--- src/rtl/gps_ack_peak_search_if.sv ---
// Result-record stream from the acquisition peak search to the acquisition controller.
// One record per satellite lane; fields are held stable while valid && !ready.
interface gps_ack_peak_search_if #(
  parameter int M_W = 11
);
  logic           res_valid;
  logic           res_ready;
  logic [5:0]     res_sat;
  logic [9:0]     res_phase;
  logic [M_W-1:0] res_peak;
  logic           res_detected;

  modport master (
    output res_valid, res_sat, res_phase, res_peak, res_detected,
    input  res_ready
  );

  modport slave (
    input  res_valid, res_sat, res_phase, res_peak, res_detected,
    output res_ready
  );
endinterface

--- src/rtl/gps_ack_peak_search.sv ---
// Per-lane peak / second-peak tracker over a 1023-chip code-phase sweep for four
// satellites, with a detect decision and a four-record result stream per sweep.
module gps_ack_peak_search #(
  parameter int INT_W      = 12,
  parameter int MID        = 2048,
  parameter int MARGIN     = 64,
  parameter int LAST_PHASE = 1023
) (
  input  logic             clk,
  input  logic             rst,
  input  logic             clear,
  input  logic             corr_complete,
  input  logic [9:0]       code_phase,
  input  logic [5:0]       sat0,
  input  logic [5:0]       sat1,
  input  logic [5:0]       sat2,
  input  logic [5:0]       sat3,
  input  logic [INT_W-1:0] integrator_0,
  input  logic [INT_W-1:0] integrator_1,
  input  logic [INT_W-1:0] integrator_2,
  input  logic [INT_W-1:0] integrator_3,
  input  logic [INT_W-2:0] threshold,
  gps_ack_peak_search_if.master res,
  output logic             sweep_done,
  output logic             overrun
);

  localparam int               M_W      = INT_W - 1;
  localparam logic [INT_W-1:0] MID_V    = INT_W'(MID);
  localparam logic [9:0]       LAST_V   = 10'(LAST_PHASE);
  localparam logic [M_W-1:0]   MARGIN_V = M_W'(MARGIN);

  typedef logic [M_W-1:0] metric_t;

  typedef struct packed {
    logic [5:0] sat;
    logic [9:0] phase;
    metric_t    peak;
    logic       detected;
  } rec_t;

  typedef enum logic [1:0] {ACCUM, EVAL, EMIT} state_t;

  state_t           state;
  logic [1:0]       idx;
  logic [1:0]       idx_nxt;
  logic             cc_q;
  logic             valid_q;
  rec_t             out_q;

  metric_t          peak     [4];
  metric_t          second   [4];
  logic [9:0]       peak_ph  [4];
  logic [5:0]       sat_q    [4];
  rec_t             bank     [4];

  logic [INT_W-1:0] integ    [4];
  logic [INT_W-1:0] diff     [4];
  logic [5:0]       sat_in   [4];
  metric_t          m        [4];
  rec_t             eval_rec [4];

  logic             capture;
  logic             first;
  logic             last;

  assign integ[0]  = integrator_0;
  assign integ[1]  = integrator_1;
  assign integ[2]  = integrator_2;
  assign integ[3]  = integrator_3;
  assign sat_in[0] = sat0;
  assign sat_in[1] = sat1;
  assign sat_in[2] = sat2;
  assign sat_in[3] = sat3;

  assign capture = corr_complete & ~cc_q;
  assign first   = capture && (code_phase == 10'd0);
  assign last    = capture && (code_phase == LAST_V);
  assign idx_nxt = idx + 2'd1;

  always_comb begin
    for (int i = 0; i < 4; i++) begin
      diff[i] = (integ[i] >= MID_V) ? (integ[i] - MID_V) : (MID_V - integ[i]);
      // Only an all-zero integrator reaches MID itself; pin it to full scale
      // rather than letting it wrap to zero.
      m[i] = diff[i][INT_W-1] ? '1 : diff[i][M_W-1:0];

      eval_rec[i].sat      = sat_q[i];
      eval_rec[i].phase    = peak_ph[i];
      eval_rec[i].peak     = peak[i];
      eval_rec[i].detected = (peak[i] >= threshold) &&
                             ((peak[i] - second[i]) >= MARGIN_V);
    end
  end

  // Lane trackers run in every state; the output bank is what isolates a
  // finished sweep from the next one.
  always_ff @(posedge clk or negedge rst) begin
    if (!rst) begin
      cc_q <= 1'b0;
      for (int i = 0; i < 4; i++) begin
        peak[i]    <= '0;
        second[i]  <= '0;
        peak_ph[i] <= '0;
      end
    end else if (clear) begin
      cc_q <= 1'b0;
      for (int i = 0; i < 4; i++) begin
        peak[i]    <= '0;
        second[i]  <= '0;
        peak_ph[i] <= '0;
      end
    end else begin
      cc_q <= corr_complete;
      if (capture) begin
        for (int i = 0; i < 4; i++) begin
          if (first) begin
            peak[i]    <= m[i];
            second[i]  <= '0;
            peak_ph[i] <= '0;
          end else if (m[i] > peak[i]) begin
            // NOTE: second takes the pre-edge peak because both are
            // non-blocking; a blocking peak update here would copy the new value.
            second[i]  <= peak[i];
            peak[i]    <= m[i];
            peak_ph[i] <= code_phase;
          end else if (m[i] > second[i]) begin
            second[i]  <= m[i];
          end
        end
      end
    end
  end

  // NOTE: sat_q and bank carry no reset: sat_q is written by the closing
  // capture and bank in EVAL, both before anything reads them.
  always_ff @(posedge clk) begin
    if (last) begin
      for (int i = 0; i < 4; i++) sat_q[i] <= sat_in[i];
    end
    if (state == EVAL) begin
      for (int i = 0; i < 4; i++) bank[i] <= eval_rec[i];
    end
  end

  always_ff @(posedge clk or negedge rst) begin
    if (!rst) begin
      state      <= ACCUM;
      idx        <= '0;
      valid_q    <= 1'b0;
      out_q      <= '0;
      sweep_done <= 1'b0;
      overrun    <= 1'b0;
    end else if (clear) begin
      state      <= ACCUM;
      idx        <= '0;
      valid_q    <= 1'b0;
      out_q      <= '0;
      sweep_done <= 1'b0;
      overrun    <= 1'b0;
    end else begin
      sweep_done <= 1'b0;
      if (last && (state == EMIT)) overrun <= 1'b1;

      unique case (state)
        ACCUM: begin
          if (last) state <= EVAL;
        end
        EVAL: begin
          out_q      <= eval_rec[0];
          valid_q    <= 1'b1;
          sweep_done <= 1'b1;
          idx        <= '0;
          state      <= EMIT;
        end
        EMIT: begin
          if (res.res_ready) begin
            if (idx == 2'd3) begin
              valid_q <= 1'b0;
              out_q   <= '0;
              idx     <= '0;
              state   <= ACCUM;
            end else begin
              idx   <= idx_nxt;
              out_q <= bank[idx_nxt];
            end
          end
        end
        default: state <= ACCUM;
      endcase
    end
  end

  assign res.res_valid    = valid_q;
  assign res.res_sat      = out_q.sat;
  assign res.res_phase    = out_q.phase;
  assign res.res_peak     = out_q.peak;
  assign res.res_detected = out_q.detected;

endmodule

--- src/flat_wrapper.sv ---
// flat-port wrapper written by rule: the top's interface ports become plain ports
module gps_ack_peak_search_flat 
#(
  parameter int INT_W      = 12,
  parameter int MID        = 2048,
  parameter int MARGIN     = 64,
  parameter int LAST_PHASE = 1023
)
  (clk, rst, clear, corr_complete, code_phase, sat0, sat1, sat2, sat3, integrator_0, integrator_1, integrator_2, integrator_3, threshold, sweep_done, overrun, res_res_valid, res_res_sat, res_res_phase, res_res_peak, res_res_detected, res_res_ready);
  gps_ack_peak_search_if res_i ();
  input  logic clk;
  input  logic rst;
  input  logic clear;
  input  logic corr_complete;
  input  logic [9:0] code_phase;
  input  logic [5:0] sat0;
  input  logic [5:0] sat1;
  input  logic [5:0] sat2;
  input  logic [5:0] sat3;
  input  logic [INT_W-1:0] integrator_0;
  input  logic [INT_W-1:0] integrator_1;
  input  logic [INT_W-1:0] integrator_2;
  input  logic [INT_W-1:0] integrator_3;
  input  logic [INT_W-2:0] threshold;
  output logic sweep_done;
  output logic overrun;
  output wire logic [$bits(res_i.res_valid)-1:0] res_res_valid;
  output wire logic [$bits(res_i.res_sat)-1:0] res_res_sat;
  output wire logic [$bits(res_i.res_phase)-1:0] res_res_phase;
  output wire logic [$bits(res_i.res_peak)-1:0] res_res_peak;
  output wire logic [$bits(res_i.res_detected)-1:0] res_res_detected;
  input wire logic [$bits(res_i.res_ready)-1:0] res_res_ready;
  assign res_res_valid = res_i.res_valid;
  assign res_res_sat = res_i.res_sat;
  assign res_res_phase = res_i.res_phase;
  assign res_res_peak = res_i.res_peak;
  assign res_res_detected = res_i.res_detected;
  assign res_i.res_ready = res_res_ready;
  gps_ack_peak_search #(.INT_W(INT_W), .MID(MID), .MARGIN(MARGIN), .LAST_PHASE(LAST_PHASE)) u_core (.clk(clk), .rst(rst), .clear(clear), .corr_complete(corr_complete), .code_phase(code_phase), .sat0(sat0), .sat1(sat1), .sat2(sat2), .sat3(sat3), .integrator_0(integrator_0), .integrator_1(integrator_1), .integrator_2(integrator_2), .integrator_3(integrator_3), .threshold(threshold), .res(res_i), .sweep_done(sweep_done), .overrun(overrun));
endmodule
--- config.mk ---
export PLATFORM = sky130hd
export DESIGN_NAME = gps_ack_peak_search_flat
export DESIGN_NICKNAME = d
export VERILOG_FILES = /design/src/rtl/gps_ack_peak_search_if.sv /design/src/rtl/gps_ack_peak_search.sv /design/src/flat_wrapper.sv
export SDC_FILE = /design/constraint.sdc
export NUM_CORES = 1
export LEC_CHECK = 0
export CAP_MARGIN = 20
export CORE_MARGIN = 8
export CORE_UTILIZATION = 40
export CTS_CLUSTER_DIAMETER = 200
export CTS_CLUSTER_SIZE = 12
export DETAILED_ROUTE_END_ITERATION = 10
export GPL_TIMING_DRIVEN = 1
export PLACE_DENSITY_LB_ADDON = 0.05
export SYNTH_ARGS = -nofsm -noshare
export SYNTH_HDL_FRONTEND = slang
export SYNTH_SLANG_ARGS = --single-unit
export TNS_END_PERCENT = 1
--- constraint.sdc ---
create_clock -name clk -period 8.3 [get_ports clk]
set_input_delay 1.66 -clock clk [delete_from_list [all_inputs] [get_ports clk]]
set_output_delay 1.66 -clock clk [all_outputs]
set_load 0.02 [all_outputs]
# After elaboration in Yosys (flattened, before gate mapping)
# Memories as Yosys holds them, arrays and structs flattened.
# Index checks and enable logic that the tools add are counted.
# totals
reg_bits	164
ramBits	136
input_bits	98
out_inout_bits	31
word_cells	164
mem_count	2
# mem_list
name	depth	word_bits	read_ports	rd_clocked_by_memory_dff	write_ports	line_no	rtl
u_core.bank	4	28	1	0	4	gps_ack_peak_search.sv:55	rec_t bank [4];
u_core.sat_q	4	6	4	0	4	gps_ack_peak_search.sv:54	logic [5:0] sat_q [4];
# op_classes
add_sub_neg	13
magnitude_cmp	20
eq_ne	7
mux	67
bitwise_logic	2
n_reduce_logical	31
# op_table
operator	n
2-to-1 mux 11 bit	24
2-to-1 mux 44 bit	4
greater-than comparator 11 bit	8
2-to-1 mux 28 bit	3
2-to-1 mux 10 bit	8
2-to-1 mux 40 bit	2
one-hot mux 28 bit (2 select lines)	1
>= comparator 12 bit, second input constant	4
2-to-1 mux 12 bit	4
subtractor 12 bit, first input constant	4
subtractor 12 bit, second input constant	4
>= comparator 11 bit	4
>= comparator 11 x 7 -> 1 bit, second input constant	4
subtractor 11 bit	4
AND reduction 2 bit	9
nonzero test 4 bit	4
nonzero test 3 bit	5
2-to-1 mux 2 bit	7
2-to-1 mux 1 bit	11
equality test 10 bit, second input constant	1
logical NOT 10 bit	1
logical AND 1 bit	7
!= test 3 bit, second input constant	2
one-hot mux 2 bit (3 select lines)	1
other kinds (11)	14

# Depth between registers and ports, before layout
# Gate-level depths: netlist (run 1).
# depth
word_depth	9
depth_mapped	16
depth_no_buf	14

# Worst setup path after synthesis (run 1)
# OpenSTA, ideal clock, no wires.
# synth_path
path_type	register to register
from	register u_core.state[1]
to	register u_core.out_q (netlist bit u_core.res.res_peak[0])
setup_time_ns	0.083
t_arrival_ns	6.836
setup_slack_ns	1.381
stages_incl_launch_ff	7
path_buffers	2
path_cell_list	dfrtp_1 > nor2b_1 > a211oi_2 > or2_0 > clkbuf_1 > clkbuf_1 > o21ai_0
# synth_via
elab_chain_len	3
word_cells_on_any_way	7
classes_between	3 x eq/ne; 2 x mux; 2 x reduce/logical
# synth_rtl
item	line_no	rtl
from (decl)	gps_ack_peak_search.sv:44	state_t state;
from (signal assigned)	gps_ack_peak_search.sv:148	state <= ACCUM;
from (signal assigned)	gps_ack_peak_search.sv:155	state <= ACCUM;
from (signal assigned)	gps_ack_peak_search.sv:167	if (last) state <= EVAL;
equality test 2 bit or equality test 2 x 1 -> 1 bit (tied branches)	gps_ack_peak_search.sv:165	unique case (state)
one-hot mux 28 bit (2 select lines), or another cell as far along	gps_ack_peak_search.sv:165	
2-to-1 mux 28 bit or AND reduction 2 bit (tied branches)	n/a	
to (signal assigned)	gps_ack_peak_search.sv:170	out_q <= eval_rec[0];
to (signal assigned)	gps_ack_peak_search.sv:185	out_q <= bank[idx_nxt];
to (decl)	gps_ack_peak_search.sv:49	rec_t out_q;
# Parallel ways exist; a longest one is shown, timed or not.
# A chain may end at the register's enable or synchronous reset.

# Final worst setup path (run 1)
# layout_path
from	input port integrator_2[1]
to	register u_core.second[11] in the netlist's numbering
# layout_via
elab_chain_len	8
word_cells_on_any_way	14
classes_between	2 x add/sub; 3 x order compare; 7 x mux; 2 x reduce/logical
# layout_rtl
item	line_no	rtl
from (decl)	flat_wrapper.sv:22	input logic [INT_W-1:0] integrator_2;
subtractor 12 bit or >= comparator 12 bit (tied branches)	gps_ack_peak_search.sv:83	diff[i] = (integ[i] >= MID_V) ? (integ[i] - MID_V) : (MID_V - integ[i]);
2-to-1 mux 12 bit *	gps_ack_peak_search.sv:83	
2-to-1 mux 11 bit *	gps_ack_peak_search.sv:86	m[i] = diff[i][INT_W-1] ? '1 : diff[i][M_W-1:0];
greater-than comparator 11 bit or 2-to-1 mux 11 bit (tied branches)	gps_ack_peak_search.sv:121, gps_ack_peak_search.sv:127	
2-to-1 mux 11 bit	gps_ack_peak_search.sv:121	end else if (m[i] > peak[i]) begin
2-to-1 mux 11 bit	gps_ack_peak_search.sv:117	if (first) begin
2-to-1 mux 44 bit	gps_ack_peak_search.sv:115	if (capture) begin
2-to-1 mux 44 bit	gps_ack_peak_search.sv:106	end else if (clear) begin
to (signal, indexed assignment)	gps_ack_peak_search.sv:124	second[i] <= peak[i];
to (signal, indexed assignment)	gps_ack_peak_search.sv:128	second[i] <= m[i];
to (decl)	gps_ack_peak_search.sv:52	metric_t second [4];
# Mark *: on every way between the ends. The rest lies on a longest branch, timed or not. The select of a mux whose other input is x is not followed.

==> results of run 1 <==
## per-layer routing
layer  global-route usage [%]  up-vias  routed length [microns]
met5                        0        -                        0
met4                     3.68        0                      752
met3                     2.22       50                     1770
met2                     32.3      257                    23600
met1                     26.1     6495                    23000
li1                         -     6495                        -
## through the flow
stage               cells  power [mW]
global route         2416        4.81
floorplan            1688        2.84
detailed placement   2362        3.32
CTS                  2413        4.55
global placement     2362        3.29
finish               2416        4.50
## flip-flops by register name (all words and copies together) (netlist names)
register                 count
u_core.state                 2
u_core.sweep_done            1
u_core.res.res_detected      1
u_core.eval_rec             84
u_core.cc_q                  1
u_core.res.res_sat           6
u_core.sat_q                24
u_core.res.res_peak         11
u_core.res.res_valid         1
u_core.idx                   2
u_core.bank                112
u_core.res.res_phase        10
u_core.overrun               1
u_core.second               44
## power breakdown
part | internal (mW) | switching (mW)
Combinational | 0.617 | 0.823
Clock | 0.637 | 0.574
Sequential | 1.70 | 0.146
Total | 2.96 | 1.54
## area by class of cell
type,instances,area share (%)
Inverter,138,2.51
Clock buffer,50,3.79
Tap cell,592,3.59
Timing Repair Buffer,151,7.04
Sequential cell,300,39.7
Multi-Input combinational cell,1184,43.3
Clock inverter,1,0.145
## synth_stat cells (5+ instances only)
cell type,n
a21oi_1,59
nor2_1,76
o31ai_2,10
o21a_1,17
o41ai_1,5
o21ai_0,139
o211ai_1,22
a211oi_1,18
clkbuf_1,47
nand2_1,172
xnor2_1,12
nand3_1,36
o22ai_1,6
mux4_2,28
buf_2,11
a21o_1,24
nand2b_1,38
and3_1,5
dfrtp_1,164
a211o_1,6
nor3_1,35
ha_1,177
inv_1,138
nand4_1,23
buf_1,5
o31ai_1,31
nor3b_1,11
mux2_2,25
or4_1,5
edfxtp_1,136
or3_1,11
a31o_2,5
a22oi_1,30
mux2i_1,47
nor4_1,10
a31oi_1,13
nor2b_1,12
## cells by family (layout without fill, tap and decap cells)
kind of cell / after synthesis / count (layout) / share of synthesized area (%)
AOI/OAI and AO/OA: 431 / 431 / 16.1
xor gates and xnor gates: 15 / 15 / 0.734
adders and majority gates: 177 / 177 / 12.4
buffers and inverters: 204 / 340 / 4.44
DFF: 300 / 300 / 45.8
muxes: 100 / 100 / 7.73
and+or+nand+nor: 461 / 461 / 12.8
## how the worst min path moves through the flow
stage,slack (ps),endpoint,depth (start not counted)
after floorplan,400,u_core.bank[1][22],0
after global placement,400,u_core.bank[2][22],0
after detailed placement,400,u_core.bank[2][26],0
after CTS,420,u_core.bank[3][23],0
after global routing,420,u_core.bank[3][23],0
final,410,u_core.bank[3][23],0
## layout by cell type, fill, tap and decap left out, drive strengths merged, types with 19 or more instances in the layout
cell / netlist / final
a211oi: 19 / 19
a21o: 24 / 24
a21oi: 59 / 59
a22oi: 30 / 30
buf: 19 / 24
clkbuf: 47 / 51
clkdlybuf4s50: 0 / 126
dfrtp: 164 / 164
edfxtp: 136 / 136
ha: 177 / 177
inv: 138 / 138
mux2: 25 / 25
mux2i: 47 / 47
mux4: 28 / 28
nand2: 173 / 173
nand2b: 38 / 38
nand3: 36 / 36
nand4: 23 / 23
nor2: 76 / 76
nor3: 35 / 35
o211ai: 22 / 22
o21ai: 139 / 139
o31ai: 41 / 41
## worst max-delay path: cells and delay by family
family	cells	cell delay (ps)
buffers and inverters	1	470
AND/OR/NAND/NOR	4	2020
adder cells (fa/ha/maj)	1	290
AO/OA/AOI/OAI	4	1630
multiplexers	1	450
==> key figures, run 1 <==
Run status
  – Run status: complete, no violations

Layout
  – Layout-stage area growth over the synthesis result: 15.4%
  – Fraction of layout instances using a drive strength above 1: 7.73%
  – Final Instance Area: 20600 sq um
  – Count of inserted antenna diode cells: 0
  – Count of fill cells added during filler insertion: between 4000 and 5000
  – Area of the multi-input gates: ~8900 sq um
  – Sequential cell area in the final layout: a little over 8000 sq um
  – Number of nets in the layout: approximately 2100
  – Final design utilization: around 47%

Clocking
  – Buffers from clock root to sink, at most: 3
  – CTS Hold Bufs: 0
  – Clock-pin slew of the registers on the worst-case setup and hold paths: roughly 60 ps
  – Number of clock sinks: 300
  – Quantity of gates resized following cts: 0
  – TritonCTS clock tree: done
  – Depth of the CTS H-tree: 1
  – CTS buffer count: 28
  – Root Driver: clkbuf_16
  – Post-CTS Repair Setup Buffers: 0
  – Latest clock arrival within the worst-skew pair: about 580 ps

Detailed routing
  – Number of search-and-repair iterations in the first detailed-routing pass: 5
  – WL per Instance: approximately 20 microns
  – Overall routed net length: 49100 microns
  – Detailed-route vias per instance: about 5.5
  – DRC viols: 0
  – DRC violation total after the first TritonRoute iteration: a little over 800
  – Total number of vias: between 10000 and 15000
  – Number of nets still failing antenna checks after routing: 0

Flow run
  – Max cap viols: 0

Setup path
  – Data required time at the worst endpoint: 8750 ps
  – Worst path arrival time: ~6500 ps
  – Worst reg2reg path depth: 8
  – Reg-to-reg slack, setup: ~4600 ps
  – Largest driver fanout on the critical path: 41
  – Startpoint of the lowest-slack register-to-register path: u_core.eval_rec[38]
  – Max incr delay on CP: approximately 800 ps
  – Kind of critical path: in2reg
  – Worst setup endpoint: u_core.second[11]
  – Cell type of the slowest stage on the worst timing path: a31o_2
  – CP endpoint kind: register
  – Worst r2r dst: u_core.second[11]
  – Kind of launch point of the worst setup path: primary input
  – Critical path origin: integrator_2[1]
  – Ordered list of cells on the worst path: clkdlybuf4s50_1 -> nor4_1 -> nand4_1 -> nand3_1 -> ha_1 -> a211o_1 -> o211ai_1 -> a311o_1 -> a31o_2 -> nand2_1 -> mux2_2

Hold path
  – Worst min-delay path class: reg2reg
  – Hold_sp: u_core.sat_q[3][1]

Global route
  – Number of antenna violations at the first check in global routing: 0
  – Vias in the first global route: 13300
  – Global routing usage summed across all routing layers: 19.0%
  – Pin count of the biggest net entering global routing: 96
  – Residual overflow from global routing: 0
  – First-pass GRT wire length: around 77000 microns

Yosys
  – Synthesized area divided by synthesized cell count: around 11 sq um
  – Synthesis Warnings: 0
  – Number of enable-type register cells in the synthesized netlist: around 140
  – Post-synth cell types: just over 80
  – Share of async-settable or async-resettable flops after synthesis: 54.7%
  – Area fraction of the dominant cell type after synthesis: about 23%
  – Top cells by area in the synthesized netlist: dfrtp_1, edfxtp_1, ha_1
  – Part of the Yosys area used for sequential elements: 45.8%
  – Biggest area consumer among synthesized cells: dfrtp_1
  – Area of the mapped netlist: roughly 18000 sq um
  – Prevailing post-synth register cell: dfrtp_1
  – Synthesized net count: a little under 2000
  – Flop and latch count out of synthesis: 300
  – Mapped Cells: 1688

Placement
  – Global placement routability congestion: roughly 0.84
  – Post-Place Worst Slack: between 1500 and 2000 ps
  – Cell Area, Placed: between 15000 and 20000 sq um
  – # port buffers: between 100 and 150
  – Placed wire-length estimate: roughly 35000 microns

Floorplanning
  – Std cell rows: 77
  – Vert. Die Dim: 227 microns
  – Die ar.: 51700 sq um
  – Die Span X: 227 microns
  – Starting utilization of the core area: between 40% and 50%
  – Core region area: about 44000 sq um
  – IO Pins: around 130

Timing
  – Slew at the pin with the worst max-slew slack: between 1000 and 1500 ps
  – Max Clock Freq: about 160 MHz
  – Post-route clock skew: about 21 ps
  – Clock period minus worst slack: slightly above 6000 ps
  – Final period util: about three quarters
  – RSZ-0062 raised after global routing: no
  – Fin Hold WS: around 410 ps
  – Final setup violating endpoints: 0
  – Final WS setup: roughly 2200 ps
  – Total negative setup slack: 0 ps
  – Worst slew margin relative to its limit: approximately a third
  – Total count of max-transition violations in the final report: 0
  – Final number of hold-violating endpoints: 0

Power and ir drop
  – Leakage power total: ~8.4 nW
  – Max VDD drop: about 0.17 mV
  – Areal power density over the cells: 218 nW/um^2
Power figures use the tool's default switching activity.
==> inputs of run 2 (changes only) <==
==> constraint.sdc (replaced) <==
create_clock -name clk -period 6.2 [get_ports clk]
set_input_delay 1.24 -clock clk [delete_from_list [all_inputs] [get_ports clk]]
set_output_delay 1.24 -clock clk [all_outputs]
set_load 0.02 [all_outputs]
==> run 2 against run 1 <==
Routed wire length is 0.25% lower. Critical path depth up 3. Utilization is 0.22 points higher. Die area unchanged. Non-clock buffer count increased by 10. Cell count grew 0.41%. Design area up 0.47%. Power increased by 34%. Largest power group unchanged.
==> key figures, run 2 (synthesized netlist as in run 1, its figures left out) <==
Clocking
  – CTS Hold Bufs: 0 (unchanged)
  – Quantity of gates resized following cts: 0 (unchanged)
  – Number of clock sinks: 300 (unchanged)
  – Latest clock arrival within the worst-skew pair: 570 ps (was 580 ps)
  – Depth of the CTS H-tree: 1 (unchanged)
  – Buffers from clock root to sink, at most: 3 (unchanged)
  – Clock-pin slew of the registers on the worst-case setup and hold paths: 60 ps (about the same)
  – CTS buffer count: 28 (unchanged)
  – Root Driver: clkbuf_16 (unchanged)
  – Post-CTS Repair Setup Buffers: 0 (unchanged)
  – TritonCTS clock tree: done (unchanged)

Detailed routing
  – DRC viols: 0 (unchanged)
  – Total number of vias: 13300 (about the same)
  – Number of nets still failing antenna checks after routing: 0 (unchanged)
  – Detailed-route vias per instance: 5.48 (was 5.50)
  – Number of search-and-repair iterations in the first detailed-routing pass: 5 (unchanged)
  – DRC violation total after the first TritonRoute iteration: 809 (unchanged)
  – Overall routed net length: 49000 microns (was 49100 microns)
  – WL per Instance: 20.2 microns (was 20.3 microns)

Timing
  – RSZ-0062 raised after global routing: no (unchanged)
  – Max Clock Freq: ~200 MHz
  – Clock period minus worst slack: 4940 ps
  – Final number of hold-violating endpoints: 0 (unchanged)
  – Total count of max-transition violations in the final report: 0 (unchanged)
  – Final period util: around four fifths
  – Final setup violating endpoints: 0 (unchanged)
  – Post-route clock skew: 18.8 ps (was 20.8 ps)
  – Worst slew margin relative to its limit: 36.6% (was 33.2%)
  – Total negative setup slack: 0 ps (unchanged)
  – Slew at the pin with the worst max-slew slack: 949 ps (was 1000 ps)

Layout
  – Register ranked first by flip-flop count: u_core.bank (unchanged)
  – Layout-stage area growth over the synthesis result: 16.0% (was 15.4%)
  – Final design utilization: 46.9% (was 46.7%)
  – Commonest non-fill, non-tap cell in the layout: ha_1 (unchanged)
  – Number of flip-flops in the largest register: 112 (unchanged)
  – Fraction of layout instances using a drive strength above 1: 8.34% (was 7.73%)
  – Count of inserted antenna diode cells: 0 (unchanged)
  – Number of nets in the layout: 2088 (was 2078)
  – Commonest non-fill, non-tap cells in the layout: ha_1, nand2_1, dfrtp_1 (unchanged)

Global route
  – Number of antenna violations at the first check in global routing: 0 (unchanged)
  – Pin count of the biggest net entering global routing: 73 (was 96)
  – Global routing usage summed across all routing layers: 18.9% (was 19.0%)
  – First-pass GRT wire length: 76900 microns (was 77400 microns)
  – Residual overflow from global routing: 0 (unchanged)
  – Vias in the first global route: 13400 (was 13300)

Floorplanning
  – Std cell rows: 77 (unchanged)
  – Vert. Die Dim: 227 microns (unchanged)
  – Die Span X: 227 microns (unchanged)
  – Core region area: 44200 sq um (unchanged)
  – IO Pins: 129 (unchanged)
  – Die ar.: 51700 sq um (unchanged)
  – Starting utilization of the core area: 40.4% (unchanged)

Setup path
  – Kind of launch point of the worst setup path: primary input (unchanged)
  – Ordered list of cells on the worst path: clkdlybuf4s50_1 -> inv_1 -> ha_1 -> or3b_2 -> a2111oi_0 -> a211o_1 -> inv_1 -> ha_1 -> a211oi_1 -> o21bai_1 -> nor3_1 -> o41a_1 -> nand2_1 -> mux2_2 (was clkdlybuf4s50_1 -> nor4_1 -> nand4_1 -> nand3_1 -> ha_1 -> a211o_1 -> o211ai_1 -> a311o_1 -> a31o_2 -> nand2_1 -> mux2_2)
  – CP endpoint kind: register (unchanged)
  – Reg-to-reg slack, setup: 3090 ps (was 4560 ps)
  – Number of buffer and inverter instances along the worst setup path: 3 (was 1)
  – Max incr delay on CP: 490 ps (was 810 ps)
  – Worst path arrival time: 5380 ps (was 6530 ps)
  – Kind of critical path: in2reg (unchanged)
  – Crit-path leading delay family: simple AND/OR/NAND/NOR gates (unchanged)
  – Largest driver fanout on the critical path: 11 (was 41)
  – Data required time at the worst endpoint: 6640 ps (was 8750 ps)
  – Cell type of the slowest stage on the worst timing path: or3b_2 (was a31o_2)

Power and ir drop
  – Leakage power total: 8.47 nW (was 8.41 nW)
  – Max VDD drop: 0.196 mV (was 0.168 mV)
  – Areal power density over the cells: 290 nW/um^2 (was 218 nW/um^2)

Placement
  – Global placement routability congestion: 0.874 (was 0.840)
  – # port buffers: 128 (unchanged)
  – Placed wire-length estimate: 35500 microns (was 35200 microns)

Hold path
  – Worst min-delay path class: reg2reg (unchanged)

Flow run
  – Max cap viols: 0 (unchanged)

Run status
  – Run status: complete, no violations (unchanged)
==> run 2: path summary, 6_finish.rpt <==
| path | start | depth (start not counted) | endpoint |
|---|---|---|---|
| max | integrator_0[0] | 14 | u_core.second[39] |
| min | u_core.sat_q[1][5] | 0 | u_core.bank[1][27] |
| max reg2reg | u_core.eval_rec[62] | 8 | u_core.second[32] |
| min reg2reg | u_core.sat_q[1][5] | 0 | u_core.bank[1][27] |
| max in group asynchronous | rst | 2 | u_core.second[23] |
| min in group asynchronous | rst | 1 | u_core.res.res_sat[5] |
==> run 2: metal layers <==
layer | global-route usage, % | up-vias | share of wire, %
met1 | 25.6 | 6442 | 47
met3 | 2.18 | 48 | 4.0
li1 | - | 6528 | -
met4 | 3.50 | 0 | 1.4
met5 | 0 | - | 0
met2 | 32.6 | 285 | 48
==> run 2: report_power, final <==
group	internal (mW)	switching (mW)	total [mW]
Combinational	0.842	1.10	1.94
Clock	0.853	0.758	1.61
Sequential	2.28	0.194	2.48
==> run 2: per-stage QoR <==
step | total power [mW] | area (sq um) | hold slack, ps | worst slack [ps] | cells
6_report | 6.03 | 20700 | 418 | 1260 | 2426
3_5_place_dp | 4.46 | 19900 | 405 | 741 | 2375
2_1_floorplan | 3.81 | 17900 | 400 | 1610 | 1688
3_3_place_gp | 4.42 | 19900 | 400 | 754 | 2374
5_1_grt | 6.43 | 20700 | 426 | 990 | 2426
4_1_cts | 6.10 | 20700 | 420 | 1310 | 2426
==> run 2: cell type report <==
class	instances	area [sq um]
tap	592	741
clock buffer	50	783
clock inverter	1	30.0
sequential	300	8190
fill	4121	23500
timing repair buffer	161	1550
inverter	138	518
multi-input combinational	1184	8940
==> inputs of run 3 (changes only) <==
==> constraint.sdc (replaced) <==
create_clock -name clk -period 4.5 [get_ports clk]
set_input_delay 0.9 -clock clk [delete_from_list [all_inputs] [get_ports clk]]
set_output_delay 0.9 -clock clk [all_outputs]
set_load 0.02 [all_outputs]
==> run 3 against run 2 <==
Routed wire length increased by 1.4%. Power increased by 41%. Critical endpoint is now u_core.second[36]. Critical path type unchanged. Largest cell class unchanged. Design area increased by 4.0%. Sequential power increased by 38%. Worst setup slack got worse by 920 ps. Die area unchanged.
==> key figures, run 3 (synthesized netlist as in run 1, its figures left out) <==
Setup path
  – Kind of launch point of the worst setup path: primary input (unchanged)
  – Data required time at the worst endpoint: 4980 ps (was 6640 ps)
  – Critical path origin: integrator_0[1] (was integrator_0[0])
  – Stages on the worst setup path: 16 (was 14)
  – Max incr delay on CP: 470 ps (was 490 ps)
  – Reg-to-reg slack, setup: 1720 ps (was 3090 ps)
  – Worst r2r dst: u_core.second[36] (was u_core.second[32])
  – Number of buffer and inverter instances along the worst setup path: 5 (was 3)
  – Ordered list of cells on the worst path: clkdlybuf4s50_1 -> inv_1 -> ha_1 -> or3b_2 -> a2111oi_0 -> a211o_1 -> inv_1 -> ha_1 -> a211oi_1 -> o21bai_1 -> nor3_1 -> buf_4 -> nor3_1 -> buf_4 -> mux2_2 -> mux2i_1 (was clkdlybuf4s50_1 -> inv_1 -> ha_1 -> or3b_2 -> a2111oi_0 -> a211o_1 -> inv_1 -> ha_1 -> a211oi_1 -> o21bai_1 -> nor3_1 -> o41a_1 -> nand2_1 -> mux2_2)
  – Startpoint of the lowest-slack register-to-register path: u_core.eval_rec[93] (was u_core.eval_rec[62])
  – Worst reg2reg path depth: 10 (was 8)
  – Worst path arrival time: 4640 ps (was 5380 ps)
  – CP endpoint kind: register (unchanged)
  – Kind of critical path: in2reg (unchanged)
  – Largest driver fanout on the critical path: 5 (was 11)
  – Crit-path leading delay family: buffers and inverters (was simple AND/OR/NAND/NOR gates)
  – Cell type of the slowest stage on the worst timing path: or3b_2 (unchanged)
  – Worst setup endpoint: u_core.second[36] (was u_core.second[39])

Clocking
  – CTS buffer count: 28 (unchanged)
  – Post-CTS Repair Setup Buffers: 0 (unchanged)
  – Quantity of gates resized following cts: 0 (unchanged)
  – Buffers from clock root to sink, at most: 3 (unchanged)
  – Root Driver: clkbuf_16 (unchanged)
  – TritonCTS clock tree: done (unchanged)
  – Depth of the CTS H-tree: 1 (unchanged)
  – Clock-pin slew of the registers on the worst-case setup and hold paths: 60 ps (about the same)
  – Number of clock sinks: 300 (unchanged)
  – CTS Hold Bufs: 0 (unchanged)
  – Latest clock arrival within the worst-skew pair: 580 ps (was 570 ps)

Detailed routing
  – Total number of vias: 13700 (was 13300)
  – WL per Instance: 19.7 microns (was 20.2 microns)
  – DRC violation total after the first TritonRoute iteration: 813 (was 809)
  – Number of nets still failing antenna checks after routing: 0 (unchanged)
  – Detailed-route vias per instance: 5.43 (was 5.48)
  – Overall routed net length: 49700 microns (was 49000 microns)
  – Number of search-and-repair iterations in the first detailed-routing pass: 5 (unchanged)
  – DRC viols: 0 (unchanged)

Power and ir drop
  – Leakage power total: 8.98 nW (was 8.47 nW)
  – Flop pwr share: 40.3% (was 41.1%)
  – Final total power: 8.49 mW (was 6.03 mW)
  – Share of power burned in combinational logic: 33.6% (was 32.2%)
  – Int Power: 5.61 mW (was 3.98 mW)
  – Areal power density over the cells: 393 nW/um^2 (was 290 nW/um^2)
  – Net switching power: 2.88 mW (was 2.05 mW)
  – Clk pwr share: 26.1% (was 26.7%)
  – Max VDD drop: 0.297 mV (was 0.196 mV)
  – Switching portion of total power: 33.9% (was 34.0%)

Layout
  – Count of fill cells added during filler insertion: 4063 (was 4121)
  – Fraction of layout instances using a drive strength above 1: 13.0% (was 8.34%)
  – Commonest non-fill, non-tap cell in the layout: ha_1 (unchanged)
  – Number of nets in the layout: 2188 (was 2088)
  – Layout-stage area growth over the synthesis result: 20.6% (was 16.0%)
  – Number of flip-flops in the largest register: 112 (unchanged)
  – Register ranked first by flip-flop count: u_core.bank (unchanged)
  – Cell Count, Final, Fillers Out: 2525 (was 2426)
  – Commonest non-fill, non-tap cells in the layout: ha_1, nand2_1, dfrtp_1 (unchanged)
  – Count of inserted antenna diode cells: 0 (unchanged)

Timing
  – Final setup violating endpoints: 0 (unchanged)
  – Max Clock Freq: ~240 MHz
  – Final number of hold-violating endpoints: 0 (unchanged)
  – Worst slew margin relative to its limit: 38.4% (was 36.6%)
  – Fin Hold WS: 415 ps (was 418 ps)
  – Post-route clock skew: 25.8 ps (was 18.8 ps)
  – Clock period minus worst slack: between 4000 and 5000 ps
  – Final period util: between 90% and 100%
  – Total count of max-transition violations in the final report: 0 (unchanged)
  – Slew at the pin with the worst max-slew slack: 912 ps (was 949 ps)
  – RSZ-0062 raised after global routing: no (unchanged)

Placement
  – Placed wire-length estimate: 36800 microns (was 35500 microns)
  – Post-Place Cells: 2474 (was 2375)
  – # port buffers: 128 (unchanged)
  – Global placement routability congestion: 0.869 (was 0.874)

Floorplanning
  – IO Pins: 129 (unchanged)
  – Starting utilization of the core area: 40.4% (unchanged)
  – Std cell rows: 77 (unchanged)
  – Vert. Die Dim: 227 microns (unchanged)
  – Core region area: 44200 sq um (unchanged)
  – Die Span X: 227 microns (unchanged)
  – Die ar.: 51700 sq um (unchanged)

Global route
  – First-pass GRT wire length: 78600 microns (was 76900 microns)
  – Pin count of the biggest net entering global routing: 90 (was 73)
  – Global routing usage summed across all routing layers: 19.2% (was 18.9%)
  – Residual overflow from global routing: 0 (unchanged)
  – Number of antenna violations at the first check in global routing: 0 (unchanged)
  – Vias in the first global route: 13800 (was 13400)

Run status
  – Run status: complete, no violations (unchanged)

Flow run
  – Max cap viols: 0 (unchanged)

Hold path
  – Worst min-delay path class: reg2reg (unchanged)
==> run 3: cell types whose count changed in the layout (fill, tap and decap cells not counted) <==
cell	previous run	this run
a41o_1	3	4
buf_16	1	0
a41o_2	1	0
buf_12	0	8
clkbuf_1	22	21
nor2_4	1	0
buf_4	32	124
buf_8	0	1
nor2_1	74	75
==> run 3: through the flow <==
stage	util (%)	area, sq um	setup slack [ps]	setup TNS [ps]
floorplan	-	17900	422	0
detailed placement	46.9	20700	-193	-3370
global placement	46.9	20700	-55.8	-393
CTS	48.7	21600	401	0
finish	48.8	21600	345	0
global route	48.8	21600	124	0
==> run 3: worst min path at each step <==
stage                             from                 end  slack, ps  cells after the start
CTS                 u_core.sat_q[3][4]  u_core.bank[3][26]        420                      0
detailed placement  u_core.sat_q[3][2]  u_core.bank[3][24]        400                      0
global placement    u_core.sat_q[3][1]  u_core.bank[3][23]        400                      0
floorplan           u_core.sat_q[1][0]  u_core.bank[1][22]        400                      0
global route        u_core.sat_q[3][2]  u_core.bank[3][24]        420                      0
finish              u_core.sat_q[3][4]  u_core.bank[3][26]        410                      0
==> run 3: worst reg2reg max path: stages (launching register included) <==
cell	delay, ps
dfrtp_1	640
inv_1	140
ha_1	330
a211oi_1	80
o21bai_1	220
nor3_1	110
buf_4	150
nor3_1	320
buf_4	230
mux2_2	340
mux2i_1	140
==> run 3: routing by layer <==
metal	wire (microns)	vias up	GRT usage, %
li1	-	6734	-
met4	844	0	4.01
met5	0	-	0
met1	23500	6673	26.7
met2	23600	244	32.0
met3	1700	58	2.13
==> run 3: power by group through the flow <==
stage / combinational [mW] / sequential [mW] / clock (mW)
global route: 3.22 / 3.45 / 2.37
finish: 2.85 / 3.42 / 2.21
global placement: 2.80 / 3.47 / 0
detailed placement: 2.86 / 3.47 / 0
CTS: 2.87 / 3.42 / 2.29
floorplan: 1.87 / 3.37 / 0
==> run 3: final cells by class <==
class	count	area (sq um)	area share (%)
timing repair buffer	261	2380	11.0
sequential	300	8190	38.0
clock inverter	1	30.0	0.139
multi-input combinational	1184	8930	41.4
tap	592	741	3.43
inverter	138	518	2.40
clock buffer	49	779	3.61
